--- src/rtl/ppu_fifo_writer_if.sv ---
// ppu_fifo_writer_if: PPU pixel stream plus FIFO write-side handshake
interface ppu_fifo_writer_if #(parameter int W = 6);
  logic frame_start, pix_valid, pix_ready, fifo_full, fifo_we;
  logic [W-1:0] pix_data, fifo_data;
  modport master(output frame_start, pix_valid, pix_data, fifo_full, input pix_ready, fifo_we, fifo_data);
  modport slave(input frame_start, pix_valid, pix_data, fifo_full, output pix_ready, fifo_we, fifo_data);
endinterface

--- src/rtl/ppu_fifo_writer.sv ---
// ppu_fifo_writer: frame-aligned PPU pixel producer with skid buffer into the crossing FIFO
module ppu_fifo_writer #(
  parameter int W = 6,
  parameter int H_PIX = 256,
  parameter int V_LINES = 240,
  parameter int DROP_ON_FULL = 0,
  parameter int CNT_W = 16
) (
  input  logic             w_clk,
  input  logic             reset,
  ppu_fifo_writer_if.slave bus,
  output logic             frame_done,
  output logic             frame_err,
  output logic             sync_lost,
  output logic [CNT_W-1:0] drop_cnt
);
  localparam int XW = H_PIX > 1 ? $clog2(H_PIX) : 1;
  localparam int YW = V_LINES > 1 ? $clog2(V_LINES) : 1;
  typedef enum logic [1:0] {ALIGN, STREAM, RESYNC} state_t;
  state_t state_q, state_d;
  logic out_v_q, out_v_d, sk_v_q, sk_v_d, rdy_q, rdy_d, done_q, done_d, err_q, err_d;
  logic [W-1:0] out_q, out_d, sk_q, sk_d;
  logic [XW-1:0] x_q, x_d, px;
  logic [YW-1:0] y_q, y_d, py;
  logic [CNT_W-1:0] drop_q, drop_d;
  logic accept, drain, out_free, want, ovf, push, p0, x_end, y_end, drop;
  always_comb begin
    accept = bus.pix_valid & rdy_q;
    drain = out_v_q & ~bus.fifo_full;
    out_free = ~out_v_q | drain;
    want = accept & (state_q == STREAM | bus.frame_start);
    ovf = want & ~out_free & sk_v_q;
    push = want & ~ovf;
    // a frame_start pixel, or the first pixel after alignment, is always (0,0)
    p0 = bus.frame_start | state_q != STREAM;
    px = p0 ? '0 : x_q;
    py = p0 ? '0 : y_q;
    x_end = px == XW'(H_PIX - 1);
    y_end = py == YW'(V_LINES - 1);
    out_v_d = out_free ? sk_v_q | push : 1'b1;
    out_d = out_free & sk_v_q ? sk_q : out_free & push ? bus.pix_data : out_q;
    sk_v_d = out_free ? sk_v_q & push : sk_v_q | push;
    sk_d = push & (sk_v_q | ~out_free) ? bus.pix_data : sk_q;
    rdy_d = DROP_ON_FULL != 0 | ~sk_v_d;
    x_d = push ? (x_end ? '0 : px + 1'b1) : x_q;
    y_d = push & x_end ? (y_end ? '0 : py + 1'b1) : push ? py : y_q;
    done_d = push & x_end & y_end;
    err_d = err_q | (accept & state_q == STREAM & (bus.frame_start != (x_q == '0 & y_q == '0)));
    drop = ovf | (accept & state_q == RESYNC & ~bus.frame_start);
    drop_d = drop & ~&drop_q ? drop_q + 1'b1 : drop_q;
    state_d = ovf ? RESYNC : push ? STREAM : state_q;
  end
  always_ff @(posedge w_clk or posedge reset)
    if (reset) begin
      state_q <= ALIGN;
      out_v_q <= 1'b0;
      sk_v_q <= 1'b0;
      rdy_q <= 1'b1;
      done_q <= 1'b0;
      err_q <= 1'b0;
      out_q <= '0;
      sk_q <= '0;
      x_q <= '0;
      y_q <= '0;
      drop_q <= '0;
    end else begin
      state_q <= state_d;
      out_v_q <= out_v_d;
      sk_v_q <= sk_v_d;
      rdy_q <= rdy_d;
      done_q <= done_d;
      err_q <= err_d;
      out_q <= out_d;
      sk_q <= sk_d;
      x_q <= x_d;
      y_q <= y_d;
      drop_q <= drop_d;
    end
  assign bus.pix_ready = rdy_q;
  assign bus.fifo_we = out_v_q;
  assign bus.fifo_data = out_q;
  assign frame_done = done_q;
  assign frame_err = err_q;
  assign sync_lost = state_q == RESYNC;
  assign drop_cnt = drop_q;
endmodule

--- src/flat_wrapper.sv ---
// flat-port wrapper written by rule: the top's interface ports become plain ports
module ppu_fifo_writer_flat 
#(
  parameter int W = 6,
  parameter int H_PIX = 256,
  parameter int V_LINES = 240,
  parameter int DROP_ON_FULL = 0,
  parameter int CNT_W = 16
)
  (w_clk, reset, frame_done, frame_err, sync_lost, drop_cnt, bus_frame_start, bus_pix_valid, bus_pix_data, bus_fifo_full, bus_pix_ready, bus_fifo_we, bus_fifo_data);
  ppu_fifo_writer_if #(.W(W)) bus_i ();
  input  logic w_clk;
  input  logic reset;
  output logic frame_done;
  output logic frame_err;
  output logic sync_lost;
  output logic [CNT_W-1:0] drop_cnt;
  input wire logic [$bits(bus_i.frame_start)-1:0] bus_frame_start;
  input wire logic [$bits(bus_i.pix_valid)-1:0] bus_pix_valid;
  input wire logic [$bits(bus_i.pix_data)-1:0] bus_pix_data;
  input wire logic [$bits(bus_i.fifo_full)-1:0] bus_fifo_full;
  output wire logic [$bits(bus_i.pix_ready)-1:0] bus_pix_ready;
  output wire logic [$bits(bus_i.fifo_we)-1:0] bus_fifo_we;
  output wire logic [$bits(bus_i.fifo_data)-1:0] bus_fifo_data;
  assign bus_i.frame_start = bus_frame_start;
  assign bus_i.pix_valid = bus_pix_valid;
  assign bus_i.pix_data = bus_pix_data;
  assign bus_i.fifo_full = bus_fifo_full;
  assign bus_pix_ready = bus_i.pix_ready;
  assign bus_fifo_we = bus_i.fifo_we;
  assign bus_fifo_data = bus_i.fifo_data;
  ppu_fifo_writer #(.W(W), .H_PIX(H_PIX), .V_LINES(V_LINES), .DROP_ON_FULL(DROP_ON_FULL), .CNT_W(CNT_W)) u_core (.w_clk(w_clk), .reset(reset), .bus(bus_i), .frame_done(frame_done), .frame_err(frame_err), .sync_lost(sync_lost), .drop_cnt(drop_cnt));
endmodule
--- config.mk ---
export PLATFORM = sky130hd
export DESIGN_NAME = ppu_fifo_writer_flat
export DESIGN_NICKNAME = d
export VERILOG_FILES = /design/src/rtl/ppu_fifo_writer_if.sv /design/src/rtl/ppu_fifo_writer.sv /design/src/flat_wrapper.sv
export SDC_FILE = /design/constraint.sdc
export NUM_CORES = 1
export LEC_CHECK = 0
export CORE_ASPECT_RATIO = 2
export CORE_UTILIZATION = 54
export DETAILED_ROUTE_END_ITERATION = 16
export PLACE_DENSITY = 0.79
export REMOVE_ABC_BUFFERS = 1
export SLEW_MARGIN = 20
export SYNTH_ARGS = -nofsm -noshare
export SYNTH_HDL_FRONTEND = slang
export SYNTH_SLANG_ARGS = --single-unit
--- constraint.sdc ---
create_clock -name w_clk -period 3.27 [get_ports w_clk]
set_input_delay 0.327 -clock w_clk [delete_from_list [all_inputs] [get_ports w_clk]]
set_output_delay 0.327 -clock w_clk [all_outputs]
set_load 0.1 [all_outputs]
==> impl_metrics.env <==
export IMPL_outcome="complete, no violations"
export IMPL_hpwlAfterDp_mm=4.539
export IMPL_globalplace_congestion=0.9320
export IMPL_dr_wl_met3_um=240
export IMPL_fillCellCount=375
export IMPL_cp_top_family="simple AND/OR/NAND/NOR gates"
export IMPL_slew_violations=0
export IMPL_wl_per_cell_um=17.17
export IMPL_drt_met1_wl_mm=2.261
export IMPL_antenna_left=0
export IMPL_synth_compound_area_share_pct=16.20
export IMPL_synth_top_family_by_area="simple AND/OR/NAND/NOR gates"
export IMPL_synth_edff_count=0
export IMPL_synth_ff_type="dfrtp_1"
export IMPL_antennaDiodeCount=0
export IMPL_tns_ps=0
export IMPL_layout_drive_gt1_share_pct=10.29
export IMPL_period_needed_ps=2714
export IMPL_fp_dieH_um=100.6
export IMPL_path_buf_inv=1
export IMPL_ys_types=42
export IMPL_rsz0062_at_grt="false"
export IMPL_fin_util_pct=68.87
export IMPL_rows=35
export IMPL_drt_iter0_markers=72
export IMPL_grt_overflow=0
export IMPL_synth_mux_area_share_pct=3.859
export IMPL_hp_class="input pin to async pin"
export IMPL_initial_core_util_pct=56.58
export IMPL_synth_fa_ha_area_share_pct=1.429
export IMPL_antenna_found_initial=0
export IMPL_htreeDepth=2
export IMPL_end_kind="flop"
export IMPL_vias_per_cell=6.333
export IMPL_routed_wl_mm=6.284
export IMPL_clock_path_buffers=2
export IMPL_io_pins=38
export IMPL_syn2layout_area_growth_pct=21.72
export IMPL_ys_seq_area_share_pct=48.64
export IMPL_cts_repair_resized=0
export IMPL_slew_headroom_pct=33.11
export IMPL_finalCritPeriodShare_pct=83.01
export IMPL_synth_simple_area_share_pct=23.73
export IMPL_setup_viol=0
export IMPL_final_area_um2=3197
export IMPL_path_common_cell="nor2b_1"
export IMPL_worst_pin_slew_ps=1000
export IMPL_cellLeakagePower_nw=1.333
export IMPL_grtUsageTotal_pct=26.45
export IMPL_clock_root_buffer="clkbuf_8"
export IMPL_async_reset_ff_share_pct=100.0
export IMPL_placedInstanceArea_um2=3063
export IMPL_powerDensity_nw_per_um2=811.3
export IMPL_cts_setup_buffers=0
export IMPL_wl_met2_mm=3.564
export IMPL_grt_max_degree=52
export IMPL_fin_skew_ps=6.737
export IMPL_core_um2=4642
export IMPL_synthCells=269
export IMPL_synthXorXnorAreaFrac_pct=4.002
export IMPL_synth_area_um2=2626
export IMPL_fmax_mhz=368.4
export IMPL_worst_setup_path_type="flop to flop"
export IMPL_yosys_register_bits=51
export IMPL_whs_ps=487.8
export IMPL_start_kind="flop"
export IMPL_grt_pass1_vias=2252
export IMPL_final_hold_viol_count=0
export IMPL_clkSinkCount=51
export IMPL_io_buffers=37
export IMPL_grt_pass1_wl_mm=10.27
export IMPL_vdd_ir_drop_max_mv=0.8301
export IMPL_seqCellArea_um2=1277
export IMPL_cts_tree="done"
export IMPL_syn_area_per_cell_um2=9.763
export IMPL_critical_path_required_ps=3460
export IMPL_worstPathMaxFanout=8
export IMPL_max_cap_violations=0
export IMPL_cts_hold_buf=0
export IMPL_critical_path_slowest_cell="dfrtp_1"
export IMPL_die_area_um2=5163
export IMPL_vias=2318
export IMPL_cts_buffers=5
export IMPL_fin_nets=324
export IMPL_yosys_warnings=0
export IMPL_crit_arrival_ps=2910
export IMPL_die_w_um=51.31
export IMPL_firstDrtPassIters=4
export IMPL_clk_latency_ps=300
export IMPL_drc=0
export IMPL_highest_layer="met4"
export IMPL_slowest_delay_ps=480
export IMPL_clk_pin_slew_ps=90
export IMPL_multi_input_area_um2=1292
export IMPL_worstPathCellList="and2b_1 -> nor2b_1 -> and2_1 -> ha_1 -> nand4_1 -> nor3_4 -> nor2b_1 -> buf_4 -> o211ai_1 -> a32o_1"
routing by layer:
layer / up-vias / global-route usage (%)
li1: 1077 / -
met1: 1147 / 28.00
met2: 76 / 47.47
met3: 18 / 4.223
met4: 0 / 15.59
met5: - / 0
layout by cell type (no fill, tap or decap), drive strengths merged, types with 3 or more instances in the layout:
master         synthesis  final
a21oi                  9      9
a22oi                 12     12
a31oi                  6      6
a32o                   3      3
and2                   8      8
and3                   7      7
buf                    4      6
clkbuf                 4      6
clkdlybuf4s50          0     36
dfrtp                 50     50
ha                     3      3
inv                    5      4
mux2                   9      9
nand2                 23     23
nand3                 20     20
nand4                 15     15
nor2                  20     20
nor2b                  4      4
nor3                   5      5
nor4                   4      4
o21ai                 27     27
xnor2                 11     11
sequential cells by signal (all words and copies together), names as in the netlist, 2 cells and up:
name,flops
u_core.drop_cnt,16
u_core.x_q,8
u_core.y_q,8
u_core.bus.fifo_data,6
u_core.sk_q,6
u_core.state_q,2
path summary, 6_finish.rpt:
kind	from	end	slack, ps	cells past startpoint
min in group w_clk	u_core.frame_err$_DFF_PP0_	u_core.frame_err$_DFF_PP0_	490	1
min	reset	u_core.drop_cnt[11]$_DFFE_PP0P_	490	2
min reg2reg	u_core.frame_err$_DFF_PP0_	u_core.frame_err$_DFF_PP0_	490	1
max in group asynchronous	reset	u_core.sk_q[5]$_DFFE_PP0P_	2270	2
max reg2reg	u_core.state_q[1]$_DFFE_PP0P_	u_core.y_q[5]$_DFFE_PP0P_	560	10
max	u_core.state_q[1]$_DFFE_PP0P_	u_core.y_q[5]$_DFFE_PP0P_	560	10
cells in the mapped netlist, types with 2 or more instances:
master     n  area (um2)
dfrtp_1   50        1251
o21ai_0   24       120.1
nand2_1   23       86.33
nand3_1   20       100.1
nor2_1    20       75.07
nand4_1   15       93.84
a22oi_1   12       90.09
xnor2_1   11       96.34
a21oi_1    9       45.04
mux2_2     9       101.4
and2_1     8       50.05
and3_1     7       43.79
a31oi_1    6       37.54
inv_1      5       18.77
clkbuf_1   4       15.01
nor2b_1    4       25.02
nor4_1     4       25.02
a32o_1     3       30.03
buf_2      3       15.01
ha_1       3       37.54
nor3_1     3       15.01
o21ai_1    3       15.01
and2b_1    2       15.01
o211ai_1   2       15.01
o31ai_1    2       15.01
cells by family after synthesis:
kind of cell,after synthesis
and+or+nand+nor,116
AOI/OAI and AO/OA,65
DFF,51
buffers and inverters,13
xor gates and xnor gates,12
muxes,9
adders and majority gates,3
power breakdown:
group / switching [mW] / internal, mW / total, mW
Sequential: 0.139 / 0.769 / 0.908
Clock: 0.206 / 0.306 / 0.512
Combinational: 0.836 / 0.338 / 1.17
stage by stage:
step	instances	setup WS [ps]	power, mW
floorplan	261	632.8	1.771
global placement	358	495.0	2.069
detailed placement	358	431.8	2.085
CTS	366	610.0	2.598
global route	366	447.3	2.714
finish	366	555.5	2.594
area by class of cell:
class                   instances  share of cell area [%]
flip-flops and latches         51                   39.96
well taps                      55                   2.153
repair buffers                 42                   12.68
multi-input cells             205                   40.43
clock buffers                   6                   2.270
clock inverters                 2                   1.879
inverters                       5                  0.6262
No activity file was read; power rests on OpenSTA's default activity.
